### src/rtl/fetch_issue_queue_if.sv
`default_nettype none
// =============================================================================
// Module : fetch_issue_queue_if
// Desc   : Memory fetch port, issue handshake and status of the front end.
// Rev    : 1.0  initial release
// =============================================================================
interface fetch_issue_queue_if;
  logic [31:0] prog_len;
  logic [31:0] pc;
  logic [31:0] instr_in;
  logic [3:0]  iss_op;
  logic [3:0]  iss_rd;
  logic [3:0]  iss_rs1;
  logic [3:0]  iss_rs2;
  logic        add_valid;
  logic        add_ready;
  logic        mul_valid;
  logic        mul_ready;
  logic        illegal;
  logic        done;

  // Front-end view: drives the fetch address and the issue offer.
  modport master (
    input  prog_len, instr_in, add_ready, mul_ready,
    output pc, iss_op, iss_rd, iss_rs1, iss_rs2,
    output add_valid, mul_valid, illegal, done
  );

  // Memory / reservation-station view.
  modport slave (
    output prog_len, instr_in, add_ready, mul_ready,
    input  pc, iss_op, iss_rd, iss_rs1, iss_rs2,
    input  add_valid, mul_valid, illegal, done
  );
endinterface
`default_nettype wire

### src/rtl/fetch_issue_queue.sv
`default_nettype none
// =============================================================================
// Module : fetch_issue_queue
// Desc   : PC fetch into an in-order queue; head decoded and issued to add/mul RS.
// Rev    : 1.0  initial release
// =============================================================================
module fetch_issue_queue #(
  parameter int DEPTH = 4,
  parameter int PTR_W = 2
) (
  input  logic                clk1,
  input  logic                rst_n,
  fetch_issue_queue_if.master bus
);
  localparam logic [PTR_W:0] c_DEPTH = (PTR_W+1)'(DEPTH);

  logic [31:0]      pc_q, pc_d;
  logic [PTR_W-1:0] wr_ptr_q, wr_ptr_d;
  logic [PTR_W-1:0] rd_ptr_q, rd_ptr_d;
  logic [PTR_W:0]   count_q, count_d;
  logic             inflight_q, inflight_d;
  logic             illegal_q, illegal_d;
  logic [15:0]      mem_q [DEPTH];

  logic             w_empty;
  logic             w_fetch_en;
  logic             w_push;
  logic             w_pop;
  logic             w_add_cls;
  logic             w_mul_cls;
  logic             w_illegal_head;
  logic [15:0]      w_head;
  logic [PTR_W:0]   w_occupancy;
  logic             unused_hi;

  assign unused_hi = ^bus.instr_in[31:16];

  assign w_head         = mem_q[rd_ptr_q];
  assign w_empty        = (count_q == '0);
  assign w_add_cls      = (w_head[15:13] == 3'b000);
  assign w_mul_cls      = (w_head[15:13] == 3'b001);
  assign w_illegal_head = !w_empty && !w_add_cls && !w_mul_cls;

  // The in-flight word already owns a slot, so it counts toward occupancy.
  assign w_occupancy = count_q + {{PTR_W{1'b0}}, inflight_q};
  assign w_fetch_en  = (bus.prog_len > pc_q) && (w_occupancy < c_DEPTH);

  assign w_push = inflight_q;
  assign w_pop  = (bus.add_valid && bus.add_ready) ||
                  (bus.mul_valid && bus.mul_ready) ||
                  w_illegal_head;

  always_comb begin
    pc_d       = pc_q;
    inflight_d = 1'b0;
    wr_ptr_d   = wr_ptr_q;
    rd_ptr_d   = rd_ptr_q;
    count_d    = count_q + {{PTR_W{1'b0}}, w_push} - {{PTR_W{1'b0}}, w_pop};
    illegal_d  = w_illegal_head;
    if (w_fetch_en) begin
      pc_d       = pc_q + 32'd1;
      inflight_d = 1'b1;
    end
    if (w_push) wr_ptr_d = wr_ptr_q + PTR_W'(1);
    if (w_pop)  rd_ptr_d = rd_ptr_q + PTR_W'(1);
  end

  always_ff @(posedge clk1) begin
    if (!rst_n) begin
      pc_q       <= '0;
      wr_ptr_q   <= '0;
      rd_ptr_q   <= '0;
      count_q    <= '0;
      inflight_q <= 1'b0;
      illegal_q  <= 1'b0;
    end else begin
      pc_q       <= pc_d;
      wr_ptr_q   <= wr_ptr_d;
      rd_ptr_q   <= rd_ptr_d;
      count_q    <= count_d;
      inflight_q <= inflight_d;
      illegal_q  <= illegal_d;
    end
  end

  // Queue storage carries no reset; the pointers and count define validity.
  always_ff @(posedge clk1) begin
    if (rst_n && w_push) mem_q[wr_ptr_q] <= bus.instr_in[15:0];
  end

  assign bus.pc        = pc_q;
  assign bus.iss_op    = w_head[15:12];
  assign bus.iss_rd    = w_head[11:8];
  assign bus.iss_rs1   = w_head[7:4];
  assign bus.iss_rs2   = w_head[3:0];
  assign bus.add_valid = !w_empty && w_add_cls;
  assign bus.mul_valid = !w_empty && w_mul_cls;
  assign bus.illegal   = illegal_q;
  assign bus.done      = (pc_q == bus.prog_len) && w_empty && !inflight_q;

endmodule
`default_nettype wire

### src/flat_wrapper.sv
// flat-port wrapper written by rule: the top's interface ports become plain ports
module fetch_issue_queue_flat 
#(
  parameter int DEPTH = 4,
  parameter int PTR_W = 2
)
  (clk1, rst_n, bus_prog_len, bus_instr_in, bus_add_ready, bus_mul_ready, bus_pc, bus_iss_op, bus_iss_rd, bus_iss_rs1, bus_iss_rs2, bus_add_valid, bus_mul_valid, bus_illegal, bus_done);
  fetch_issue_queue_if bus_i ();
  input  logic clk1;
  input  logic rst_n;
  input wire logic [$bits(bus_i.prog_len)-1:0] bus_prog_len;
  input wire logic [$bits(bus_i.instr_in)-1:0] bus_instr_in;
  input wire logic [$bits(bus_i.add_ready)-1:0] bus_add_ready;
  input wire logic [$bits(bus_i.mul_ready)-1:0] bus_mul_ready;
  output wire logic [$bits(bus_i.pc)-1:0] bus_pc;
  output wire logic [$bits(bus_i.iss_op)-1:0] bus_iss_op;
  output wire logic [$bits(bus_i.iss_rd)-1:0] bus_iss_rd;
  output wire logic [$bits(bus_i.iss_rs1)-1:0] bus_iss_rs1;
  output wire logic [$bits(bus_i.iss_rs2)-1:0] bus_iss_rs2;
  output wire logic [$bits(bus_i.add_valid)-1:0] bus_add_valid;
  output wire logic [$bits(bus_i.mul_valid)-1:0] bus_mul_valid;
  output wire logic [$bits(bus_i.illegal)-1:0] bus_illegal;
  output wire logic [$bits(bus_i.done)-1:0] bus_done;
  assign bus_i.prog_len = bus_prog_len;
  assign bus_i.instr_in = bus_instr_in;
  assign bus_i.add_ready = bus_add_ready;
  assign bus_i.mul_ready = bus_mul_ready;
  assign bus_pc = bus_i.pc;
  assign bus_iss_op = bus_i.iss_op;
  assign bus_iss_rd = bus_i.iss_rd;
  assign bus_iss_rs1 = bus_i.iss_rs1;
  assign bus_iss_rs2 = bus_i.iss_rs2;
  assign bus_add_valid = bus_i.add_valid;
  assign bus_mul_valid = bus_i.mul_valid;
  assign bus_illegal = bus_i.illegal;
  assign bus_done = bus_i.done;
  fetch_issue_queue #(.DEPTH(DEPTH), .PTR_W(PTR_W)) u_core (.clk1(clk1), .rst_n(rst_n), .bus(bus_i));
endmodule
### config.mk
export PLATFORM = sky130hd
export DESIGN_NAME = fetch_issue_queue_flat
export DESIGN_NICKNAME = d
export VERILOG_FILES = /design/src/rtl/fetch_issue_queue_if.sv /design/src/rtl/fetch_issue_queue.sv /design/src/flat_wrapper.sv
export SDC_FILE = /design/constraint.sdc
export NUM_CORES = 1
export LEC_CHECK = 0
export CAP_MARGIN = 10
export CORE_UTILIZATION = 51
export CTS_CLUSTER_SIZE = 16
export DETAILED_ROUTE_END_ITERATION = 10
export GPL_ROUTABILITY_DRIVEN = 1
export HOLD_SLACK_MARGIN = 0.08
export PLACE_DENSITY_LB_ADDON = 0.05
export SKIP_CTS_REPAIR_TIMING = 1
export SKIP_LAST_GASP = 1
export SYNTH_ARGS = -nofsm -noshare
export SYNTH_HDL_FRONTEND = slang
export SYNTH_SLANG_ARGS = --single-unit
### constraint.sdc
create_clock -name clk1 -period 2.92 [get_ports clk1]
set_input_delay 0.438 -clock clk1 [delete_from_list [all_inputs] [get_ports clk1]]
set_output_delay 0.438 -clock clk1 [all_outputs]
set_load 0.05 [all_outputs]
==> results.py, run 1 <==
metrics = {
    "grt": {
        "grt_max_degree": 62,
        "track_usage_pct": 22.24,
        "grt_pass1_vias": 4078,
        "gr-total-overflow": 0,
        "grt_first_pass_wirelength_mm": 19.38,
        "antenna_found_initial": 0,
    },
    "finish": {
        "area_delta_synth_final_pct": 28.44,
        "drive_gt1_share_pct": 18.03,
        "final_cell_mix": "clkdlybuf4s50_1 (83), nand2_1 (78), edfxtp_1 (64)",
        "final_common_cell": "clkdlybuf4s50_1",
        "antenna_cells": 0,
        "fin_nets": 714,
        "fin_util_pct": 67.93,
    },
    "floorplanning": {
        "initial_core_util_pct": 52.89,
        "io_pins": 120,
        "die_area_um2": 11220,
        "num_rows": 37,
        "core-area_um2": 10420,
        "die_h_um": 105.9,
        "dieWidth_um": 105.9,
    },
    "sta": {
        "worst_pin_slew_ns": 0.8423,
        "slew_violations": 0,
        "setup_viol": 0,
        "hold_viol": 0,
        "min_period_over_period_pct": 96.12,
        "final.setup_skew_ns": 0.01830,
        "clock.fmax_mhz": 356.3,
        "rsz0062_at_grt": "false",
        "relSlewSlack_pct": 43.85,
        "period_needed_ns": 2.807,
    },
    "clock_network": {
        "clkTransAtPathRegs_ns": 0.12,
        "clk_latency_ns": 0.37,
        "cts_root_buf": "clkbuf_8",
        "cts_buffers": 9,
        "cts_num_sinks": 107,
        "cts_tree": "yes",
        "cts_buffer_depth": 2,
        "cts_max_level": 3,
    },
    "routing": {
        "antenna_left": 0,
        "routed_wl_mm": 12.12,
        "drc": 0,
        "drt-initial-drc-count": 199,
        "vias_per_cell": 5.516,
        "wl_per_cell_um": 16.25,
        "first_pass_iters": 4,
        "vias": 4115,
    },
    "setup_path": {
        "crit_arrival_ns": 3.12,
        "worst_setup_path_start_kind": "register",
        "cpPeakStageDelay_ns": 0.52,
        "cp.required_ns": 3.23,
        "criticalPathCategory": "reg -> reg",
        "end_kind": "register",
        "cp_slowest_cell": "a2111oi_1",
        "cp_common_cell": "buf_4",
        "cpLargestDelayFamily": "buffers and inverters",
        "path_cells": "inv_1 -> ha_1 -> nand4_1 -> buf_4 -> nor4_2 -> buf_4 -> o311ai_4 -> buf_12 -> a2111oi_1 -> mux2i_1",
        "crit_buf_inv": 4,
        "path_max_fanout": 13,
    },
    "power_and_ir_drop": {
        "vdd_drop_max_v": 0.0003761,
        "p_total_mw": 3.991,
        "leakagePower_nw": 2.557,
        "powerDensity_nw_per_um2": 564.1,
    },
    "run_status": {
        "status": "finished, final reports clean",
    },
    "logic_synthesis": {
        "synthCells": 476,
        "syn-num-nets": 585,
        "syn_area_um2": 5509,
        "synth_flop_cell": "edfxtp_1",
        "synth.distinct_cells": 45,
        "yosys_warnings": 0,
        "synth-async-reset-ratio_pct": 0,
        "synth_top_area_cell": "edfxtp_1",
        "synth_top_area_share_pct": 34.89,
        "synth_edf_count": 64,
        "postSynthAreaPerCell_um2": 11.57,
        "ys_ff_latch": 107,
        "synth-seq-area-share_pct": 50.51,
        "synth_area_leaders": "edfxtp_1 (35%), dfxtp_1 (16%), ha_1 (9.3%)",
    },
    "worst_hold_path": {
        "hp-class": "in -> reg",
    },
    "placed_design": {
        "gp_congestion": 0.8187,
        "io_buffers": 103,
        "dpl.hpwl_mm": 8.999,
    },
    "flow_run": {
        "maxCapViolCount": 0,
    },
}
## layout make-up
type	count	area (µm²)
inverters	37	138.9
well taps	136	170.2
flip-flops and latches	107	2784
clock buffers	9	123.9
fillers	802	3341
multi-input cells	313	2505
clock inverters	7	57.56
repair buffers	137	1296
## report_power, final
part | switching (mW) | internal, mW
Sequential | 0.0628 | 1.69
Clock | 0.537 | 0.323
Combinational | 0.823 | 0.552
## final timing paths
check	startpoint	to	slack, ns	depth (start not counted)
min	rst_n	u_core.bus.illegal	0.35	3
max reg2reg	u_core.bus.pc[25]	u_core.bus.pc[26]	0.11	10
min reg2reg	u_core.bus.pc[19]	u_core.bus.pc[19]	0.48	2
max	u_core.bus.pc[25]	u_core.bus.pc[26]	0.11	10
## worst min-delay path: cells and delay by family
kind | cells | cell delay (ns)
buffers and inverters | 1 | 0.14
AND/OR/NAND/NOR | 2 | 0.09
## synth_stat cells, types with 2 or more instances
cell / number
a2111oi_1: 2
a211oi_1: 4
a21o_1: 2
a21oi_1: 28
a21oi_2: 10
a221o_1: 2
and3_1: 7
and4_1: 4
buf_2: 3
buf_4: 2
buf_6: 2
clkbuf_1: 11
dfxtp_1: 43
edfxtp_1: 64
ha_1: 41
inv_1: 37
mux2i_1: 32
mux4_2: 16
nand2_1: 78
nand3_1: 18
nand4_1: 14
nand4_2: 5
nor2_1: 14
nor3_1: 4
nor4_1: 4
o21a_1: 2
o21ai_0: 6
xnor2_1: 3
xor2_1: 2
## layer usage
layer	vias up	track usage [%]	routed length, µm
met1	1978	26.36	5108
met5	-	0	0
met2	106	40.15	6269
met4	0	8.929	281
met3	25	3.556	462
li1	2006	-	-
## kinds of logic (layout without fill, tap and decap cells)
kind of cell | count (synthesis) | after routing | synth area share [%]
mux | 48 | 48 | 12.36
fa+ha+maj | 41 | 41 | 9.312
simple gates | 155 | 155 | 14.13
flops | 107 | 107 | 50.51
buf+inv | 56 | 190 | 4.497
compound gates | 64 | 64 | 8.403
xor+xnor | 5 | 5 | 0.7951
## flip-flops by register name, indices dropped and copies added, names as in the netlist, named ones only
register and flops:
u_core.rd_ptr_q 2, u_core.inflight_q 1, u_core.bus.pc 32, u_core.mem_q 64, u_core.bus.illegal 1, u_core.count_q 3
u_core.wr_ptr_q 2
## metrics by stage
stage,TNS (ns),area [µm²],hold WS [ns],cells,worst slack (ns)
finish,0,7076,0.3509,746,0.1133
detailed placement,-0.4123,6864,0.4701,729,-0.1044
global route,0,7076,0.3654,746,0.01021
global placement,-0.1604,6864,0.4591,729,-0.05858
CTS,-0.07734,7046,0.3411,745,-0.07734
floorplan,0,5514,0.4847,476,0.04639
Power figures use the tool's default switching activity.
==> run 2: changes to the inputs <==
--- a/config.mk
+++ b/config.mk
@@ -13,7 +13,6 @@
 export HOLD_SLACK_MARGIN = 0.08
 export PLACE_DENSITY_LB_ADDON = 0.05
 export SKIP_CTS_REPAIR_TIMING = 1
-export SKIP_LAST_GASP = 1
 export SYNTH_ARGS = -nofsm -noshare
 export SYNTH_HDL_FRONTEND = slang
 export SYNTH_SLANG_ARGS = --single-unit
==> results of run 2 <==
Same layout as run 1: the final DEF is identical, and so are final timing and power.
